## src/rtl/up_down_sweep_ctrl.sv

```systemverilog
// up_down_sweep_ctrl: triangle-sweep sequencer owning an N-bit up/down counter between latched bounds.
// Optional pause input compiled in when SWEEP_PAUSE_EN is defined.
`default_nettype none

module up_down_sweep_ctrl #(
   parameter int N       = 4,
   parameter int DWELL_W = 4,
   parameter int CYC_W   = 8
) (
   input  logic               clk,
   input  logic               reset,
   input  logic               start,
   input  logic               abort,
`ifdef SWEEP_PAUSE_EN
   input  logic               pause,
`endif
   input  logic [N-1:0]       lo,
   input  logic [N-1:0]       hi,
   input  logic [DWELL_W-1:0] dwell,
   input  logic [CYC_W-1:0]   cycles,
   output logic [N-1:0]       q,
   output logic               ctrl,
   output logic               busy,
   output logic               done,
   output logic               cfg_err,
   output logic [CYC_W-1:0]   cyc_cnt
);

   typedef enum logic [2:0] {
      S_IDLE     = 3'd0,
      S_UP       = 3'd1,
      S_DWELL_HI = 3'd2,
      S_DOWN     = 3'd3,
      S_DWELL_LO = 3'd4,
      S_DONE     = 3'd5
   } state_t;

   state_t             state_q, state_d;
   logic [N-1:0]       q_q, q_d;
   logic               ctrl_q, ctrl_d;
   logic               cfg_err_q, cfg_err_d;
   logic [CYC_W-1:0]   cyc_cnt_q, cyc_cnt_d;
   logic [DWELL_W-1:0] timer_q, timer_d;
   logic [N-1:0]       lo_q, lo_d;
   logic [N-1:0]       hi_q, hi_d;
   logic [DWELL_W-1:0] dwell_q, dwell_d;
   logic [CYC_W-1:0]   cycles_q, cycles_d;

   logic               run;
   logic               hold;
   logic [CYC_W-1:0]   cyc_inc;

   assign run     = (state_q == S_UP) || (state_q == S_DWELL_HI) ||
                    (state_q == S_DOWN) || (state_q == S_DWELL_LO);
   assign cyc_inc = cyc_cnt_q + CYC_W'(1);

`ifdef SWEEP_PAUSE_EN
   assign hold = pause & run;
`else
   assign hold = 1'b0;
`endif

   always_comb begin
      state_d   = state_q;
      q_d       = q_q;
      ctrl_d    = ctrl_q;
      cfg_err_d = 1'b0;
      cyc_cnt_d = cyc_cnt_q;
      timer_d   = timer_q;
      lo_d      = lo_q;
      hi_d      = hi_q;
      dwell_d   = dwell_q;
      cycles_d  = cycles_q;

      // Abort beats pause and every other transition; q and cyc_cnt are left as they are.
      if (abort && (state_q != S_IDLE)) begin
         state_d = S_IDLE;
      end else if (!hold) begin
         case (state_q)
            S_IDLE: begin
               if (start && !abort) begin
                  if (lo < hi) begin
                     lo_d      = lo;
                     hi_d      = hi;
                     dwell_d   = dwell;
                     cycles_d  = cycles;
                     q_d       = lo;
                     ctrl_d    = 1'b0;
                     cyc_cnt_d = '0;
                     state_d   = S_UP;
                  end else begin
                     cfg_err_d = 1'b1;
                  end
               end
            end
            S_UP: begin
               if (q_q != hi_q) begin
                  q_d = q_q + N'(1);
               end else begin
                  ctrl_d = 1'b1;
                  if (dwell_q != '0) begin
                     timer_d = dwell_q;
                     state_d = S_DWELL_HI;
                  end else begin
                     state_d = S_DOWN;
                  end
               end
            end
            S_DWELL_HI: begin
               if (timer_q == DWELL_W'(1)) state_d = S_DOWN;
               else                        timer_d = timer_q - DWELL_W'(1);
            end
            S_DOWN: begin
               if (q_q != lo_q) begin
                  q_d = q_q - N'(1);
               end else begin
                  cyc_cnt_d = cyc_inc;
                  if ((cycles_q != '0) && (cyc_inc == cycles_q)) begin
                     state_d = S_DONE;
                  end else begin
                     ctrl_d = 1'b0;
                     if (dwell_q != '0) begin
                        timer_d = dwell_q;
                        state_d = S_DWELL_LO;
                     end else begin
                        state_d = S_UP;
                     end
                  end
               end
            end
            S_DWELL_LO: begin
               if (timer_q == DWELL_W'(1)) state_d = S_UP;
               else                        timer_d = timer_q - DWELL_W'(1);
            end
            S_DONE:  state_d = S_IDLE;
            default: state_d = S_IDLE;
         endcase
      end
   end

   always_ff @(posedge clk or negedge reset) begin
      if (!reset) begin
         state_q   <= S_IDLE;
         q_q       <= '0;
         ctrl_q    <= 1'b0;
         cfg_err_q <= 1'b0;
         cyc_cnt_q <= '0;
         timer_q   <= '0;
         lo_q      <= '0;
         hi_q      <= '0;
         dwell_q   <= '0;
         cycles_q  <= '0;
      end else begin
         state_q   <= state_d;
         q_q       <= q_d;
         ctrl_q    <= ctrl_d;
         cfg_err_q <= cfg_err_d;
         cyc_cnt_q <= cyc_cnt_d;
         timer_q   <= timer_d;
         lo_q      <= lo_d;
         hi_q      <= hi_d;
         dwell_q   <= dwell_d;
         cycles_q  <= cycles_d;
      end
   end

   assign q       = q_q;
   assign ctrl    = ctrl_q;
   assign busy    = run;
   assign done    = (state_q == S_DONE);
   assign cfg_err = cfg_err_q;
   assign cyc_cnt = cyc_cnt_q;

endmodule

`default_nettype wire
```

## config.mk

```make
export PLATFORM = sky130hd
export DESIGN_NAME = up_down_sweep_ctrl
export DESIGN_NICKNAME = d
export VERILOG_FILES = /design/src/rtl/up_down_sweep_ctrl.sv
export SDC_FILE = /design/constraint.sdc
export NUM_CORES = 1
export LEC_CHECK = 0
export BUFFER_PORTS_ARGS = -buffer_cell sky130_fd_sc_hd__buf_2
export CORE_ASPECT_RATIO = 1.4
export CORE_UTILIZATION = 50
export CTS_CLUSTER_SIZE = 12
export DETAILED_ROUTE_END_ITERATION = 7
export PLACE_DENSITY = 0.72
export SETUP_SLACK_MARGIN = 0.1
export SYNTH_ARGS = -nofsm -noshare
export SYNTH_HDL_FRONTEND = slang
export SYNTH_SLANG_ARGS = --single-unit
```

## constraint.sdc

```tcl
create_clock -name clk -period 2.9 [get_ports clk]
set_input_delay 0.435 -clock clk [delete_from_list [all_inputs] [get_ports clk]]
set_output_delay 0.435 -clock clk [all_outputs]
set_load 0.05 [all_outputs]
```

Yosys cells after proc, flatten, opt, wreduce, memory -nomap -nowiden. Cells that the tools add are included.

Add/subtract/negate cells: 4. $lt $le $gt $ge: 1. Equality and inequality tests: 23. Muxes and demuxes: 36. Bitwise gates (word level): 1. Reduce and logical (&&, ||, !) cells: 21.

Operators with widths (number): two-way mux 4 bit (9); two-way mux 3 bit (9); two-way mux 8 bit (3); case mux 4 bit (3 select lines) (2); AND reduction 6 bit (3); case mux 8 bit (2 select lines) (1); case mux 3 bit (5 select lines) (1); != test 2 bit, second input constant (6); != test 3 bit, second input constant (4); two-way mux 1 bit (10); nonzero test 3 bit (3); adder 8 x 1 -> 8 bit, second input constant (1); equality test 8 bit (1); != test 4 bit (2); nonzero test 8 bit (1); subtractor 4 x 1 -> 4 bit, second input constant (2); AND reduction 7 bit (1); equality test 3 x 2 -> 1 bit, second input constant (2); equality test 3 bit, second input constant (2); != test 3 x 1 -> 1 bit, second input constant (2); AND reduction 5 bit (1); adder 4 x 1 -> 4 bit, second input constant (1); equality test 4 x 1 -> 1 bit, second input constant (1); < comparator 4 bit (1); 12 further kinds (17).

Flip-flop bits (word level): 41. Bits of input ports: 24. Output and inout bits: 16. Word-level logic and storage cells: 96.

Logic depth before layout (Yosys ltp).
Word-level depth: 7. Mapped depth: 10. Mapped depth without buffers: 10.

Least setup slack after synthesis. Ideal clock, no wire load.

Kind: register to register. Start: reg cyc_cnt_q[0], in the netlist cyc_cnt[0]. End: reg timer_q[1]. Setup time: 125 ps. Arrival: 2541 ps. Data required time: 2775 ps. Path slack: 234 ps. Cell stages (with the launch flop): 8. Buffers on the path: 0. Period minus slack after synthesis: 2666 ps. Path through: dfrtp_1 ha_1 xor2_1 a211o_1 nor4b_1 o2111a_1 or2_4 mux2_4.

Cells in the longest elaborated chain, start to end: 5.

Ends and longest elaborated chain: from (decl) (RTL line 42) `logic [CYC_W-1:0] cyc_cnt_q, cyc_cnt_d;`; from (signal assigned) (RTL line 158) `cyc_cnt_q <= cyc_cnt_d;`; adder 8 x 1 -> 8 bit (RTL line 55) `assign cyc_inc = cyc_cnt_q + CYC_W'(1);`; equality test 8 bit (RTL line 118) `if ((cycles_q != '0) && (cyc_inc == cycles_q)) begin`; logical AND 1 bit (RTL line 118); != test 2 bit (no line); AND reduction 6 bit (no line); to (signal assigned) (RTL line 159) `timer_q <= timer_d;`; to (decl) (RTL line 43) `logic [DWELL_W-1:0] timer_q, timer_d;`.

No other way between the ends. A chain may end at the register's enable or synchronous reset.

Worst setup path after layout. Ends and elaborated chain as after synthesis.

==> reports/qor.yml <==
cts:
  clock_sinks: 41
  cts_setup_buffers: 0
  cts_buffer_depth: 2
  ctsHoldBuffers: 0
  clkLatencyLatePin_ns: 0.29
  cts-resized-gates: 0
  numCtsBuffers: 5
  clkSlewWorstSetupHoldPaths_ns: 0.08
  cts_root_buf: "clkbuf_8"
  htree_levels: 2
  cts_tree: "yes"
logic_synthesis:
  synth_edf_count: 0
  ys_top_cells_by_area: "dfrtp_1, mux2_2, xnor2_1"
  synth_top_area_share_pct: 40.0
  synth.top_cells.by_count: "dfrtp_1, nor2_1, nand2_1, mux2_2, xnor2_1"
  yosysUniqueCellTypes: 62
  synth_largest_area_cell: "dfrtp_1"
  synthArstFlopShare_pct: 100
  synth-seq-cells: 41
  syn_nets: 298
  avgSynthCellArea_um2: 9.67
  yosys_warnings: 0
  synth.most_common_cell: "dfrtp_1"
  syn_inst: 265
  yosysSeqAreaShare_pct: 40.0
  synthesis.area_um2: 2560
  synthFlopType: "dfrtp_1"
run_status:
  outcome: "completed"
worst_setup_path:
  slowest_delay_ns: 0.46
  cp_cell_sequence: "ha_1, xor2_1, a211o_1, nor4b_1, o2111a_1, or2_4, mux2_4"
  cpMaxStageDelayCell: "dfrtp_1"
  required_ns: 3.08
  cp.arrival_ns: 2.75
  r2r_cells: 7
  crit_type: "flop to flop"
  cp_max_fo: 7
  cp-start-kind: "flop"
  endpoint_kind: "flop"
power_and_ir_drop:
  p_sw_mw: 1.26
  p_leak_nw: 1.32
  power_mw: 3.01
  power_frac_comb_pct: 50.5
  p_sw_share_pct: 41.8
  power.internal_mw: 1.75
  clockPowerShare_pct: 15.6
  ir_drop_v: 0.000664
  seqPwrFrac_pct: 33.8
  power_density_nw_per_um2: 1030
layout:
  utilization_pct: 60.0
  antennaDiodeCount: 0
  finalNonFillerCells: 368
  fillCellCount: 454
  ff_latch_area_um2: 1030
  layout-drive-gt1-share_pct: 25.3
  area_delta_synth_final_pct: 14.3
  final_area_um2: 2930
  multi_input_area_um2: 1440
  nets: 336
grt:
  grt_usage_pct: 23.4
  grt_overflow_total: 0
  grt_pass1_wl_um: 9920
  grt_pass1_vias: 2107
  grt_max_degree: 42
  antenna_found_initial: 0
die:
  rows: 30
  start_util_pct: 52.5
  dieArea_um2: 5420
  chipWidth_um: 62.5
  die_h_um: 86.7
  core_um2: 4880
  ios: 40
sta:
  skew_ns: 0.00739
  tns_ns: 0
  tightest_slew_ns: 0.939
  period_minus_slack_ns: 2.57
  final_hold_viol_count: 0
  setup_viol: 0
  maxSlewHeadroom_pct: 37.4
  post-route-period-util_pct: 88.6
  fmax_mhz: 389
  drv_slew: 0
  rsz0062_at_grt: "no"
routing:
  num_vias: 2084
  wire_per_inst_um: 15.3
  wl_um: 5630
  drtAntennaViolNets: 0
  drc_errors: 0
  drt-vias-per-instance: 5.66
  drt_first_pass_iters: 5
  drt_iter0_markers: 79
job:
  cap_violations: 0
placed_design:
  place_area_um2: 2810
  numPortBuffers: 39
  routabilityCongestion: 0.834
  dp.cells: 360
  dp_hpwl_um: 4180
min_path:
  hold_class: "primary input to async pin"
## power by group through the flow
| stage | sequential [mW] | combinational, mW | clock [mW] |
|---|---|---|---|
| after detailed placement | 1.03 | 1.52 | 0 |
| after global placement | 1.02 | 1.50 | 0 |
| final | 1.02 | 1.52 | 0.471 |
| after global routing | 1.06 | 1.69 | 0.509 |
| after floorplan | 1.10 | 1.10 | 0 |
| after CTS | 1.02 | 1.53 | 0.488 |
## kinds of logic (layout without fill, tap and decap cells)
logic type                 after synthesis  after routing  synth area share, %
adders and majority gates                9              9                 4.69
xor gates and xnor gates                19             19                 6.49
buffers and inverters                   23             62                 3.76
AOI/OAI and AO/OA                       69             69                 18.7
and+or+nand+nor                         86             86                 18.3
DFF                                     41             41                 40.0
muxes                                   18             18                 8.06
## layout make-up
type | count | area share, %
flip-flops and latches | 41 | 35.0
multi-input cells | 201 | 49.2
inverters | 11 | 1.41
clock buffers | 7 | 2.95
clock inverters | 1 | 1.03
repair buffers | 43 | 7.69
well taps | 64 | 2.73
## critical path: cells and delay by family, from the launching register on
| family | cells | cell delay [ns] |
|---|---|---|
| AO/OA/AOI/OAI | 2 | 0.63 |
| AND/OR/NAND/NOR | 2 | 0.58 |
| flip-flops | 1 | 0.46 |
| adder cells (fa/ha/maj) | 1 | 0.36 |
| multiplexers | 1 | 0.29 |
| XOR/XNOR | 1 | 0.15 |
## sequential cells by signal, indices dropped and copies added, names as in the netlist
name	count
cfg_err	1
state_q	3
hi_q	4
timer_q	4
q	4
cyc_cnt	8
lo_q	4
cycles_q	8
dwell_q	4
ctrl	1
## path summary, 6_finish.rpt
path,startpoint,to,slack (ns)
worst max-delay path,cyc_cnt[0],timer_q[1],0.33
worst min-delay path,reset,lo_q[3],0.27
worst max register to register,cyc_cnt[0],timer_q[1],0.33
worst min register to register,hi_q[1],hi_q[1],0.51
max in group asynchronous,reset,dwell_q[3],2.03
min in group clk,cycles[6],cycles_q[6],0.37
## through the flow
step / hold WS [ns] / setup WS, ns
floorplan: 0.139 / 0.234
global placement: 0.484 / 0.381
detailed placement: 0.495 / 0.318
CTS: 0.310 / 0.310
global route: 0.361 / 0.204
finish: 0.270 / 0.330
## per-layer routing
layer  vias up  global-route usage [%]  share of wire, %  routed length, µm
met3        11                    3.82               2.7                152
met1       989                    27.6                43               2440
li1       1042                       -                 -                  -
met4         0                    9.73               2.0                114
met2        42                    42.0                52               2930
met5         -                       0                 0                  0
## cell usage in the layout (no fill, tap or decap), types with 2 or more instances in the layout
| cell | instances |
|---|---|
| o21ai_0 | 14 |
| nand4_1 | 4 |
| or3_1 | 3 |
| a211o_1 | 3 |
| nor2_1 | 21 |
| clkbuf_8 | 6 |
| and2_1 | 2 |
| ha_1 | 8 |
| o211ai_1 | 3 |
| o21a_1 | 3 |
| o41ai_1 | 3 |
| o21bai_1 | 3 |
| a31oi_1 | 3 |
| xnor2_1 | 15 |
| buf_4 | 4 |
| nor3_1 | 5 |
| dfrtp_1 | 41 |
| nand2b_1 | 3 |
| and3_1 | 3 |
| a21o_1 | 2 |
| nand3b_1 | 3 |
| o21ai_1 | 6 |
| nand3_1 | 3 |
| a21oi_1 | 10 |
| nand2_1 | 19 |
| buf_2 | 39 |
| inv_1 | 10 |
| or4_1 | 2 |
| nor4b_1 | 3 |
| xor2_1 | 4 |
| nor4_1 | 2 |
| mux2_2 | 17 |
| o31ai_1 | 7 |
No activity file was read; power rests on OpenSTA's default activity.
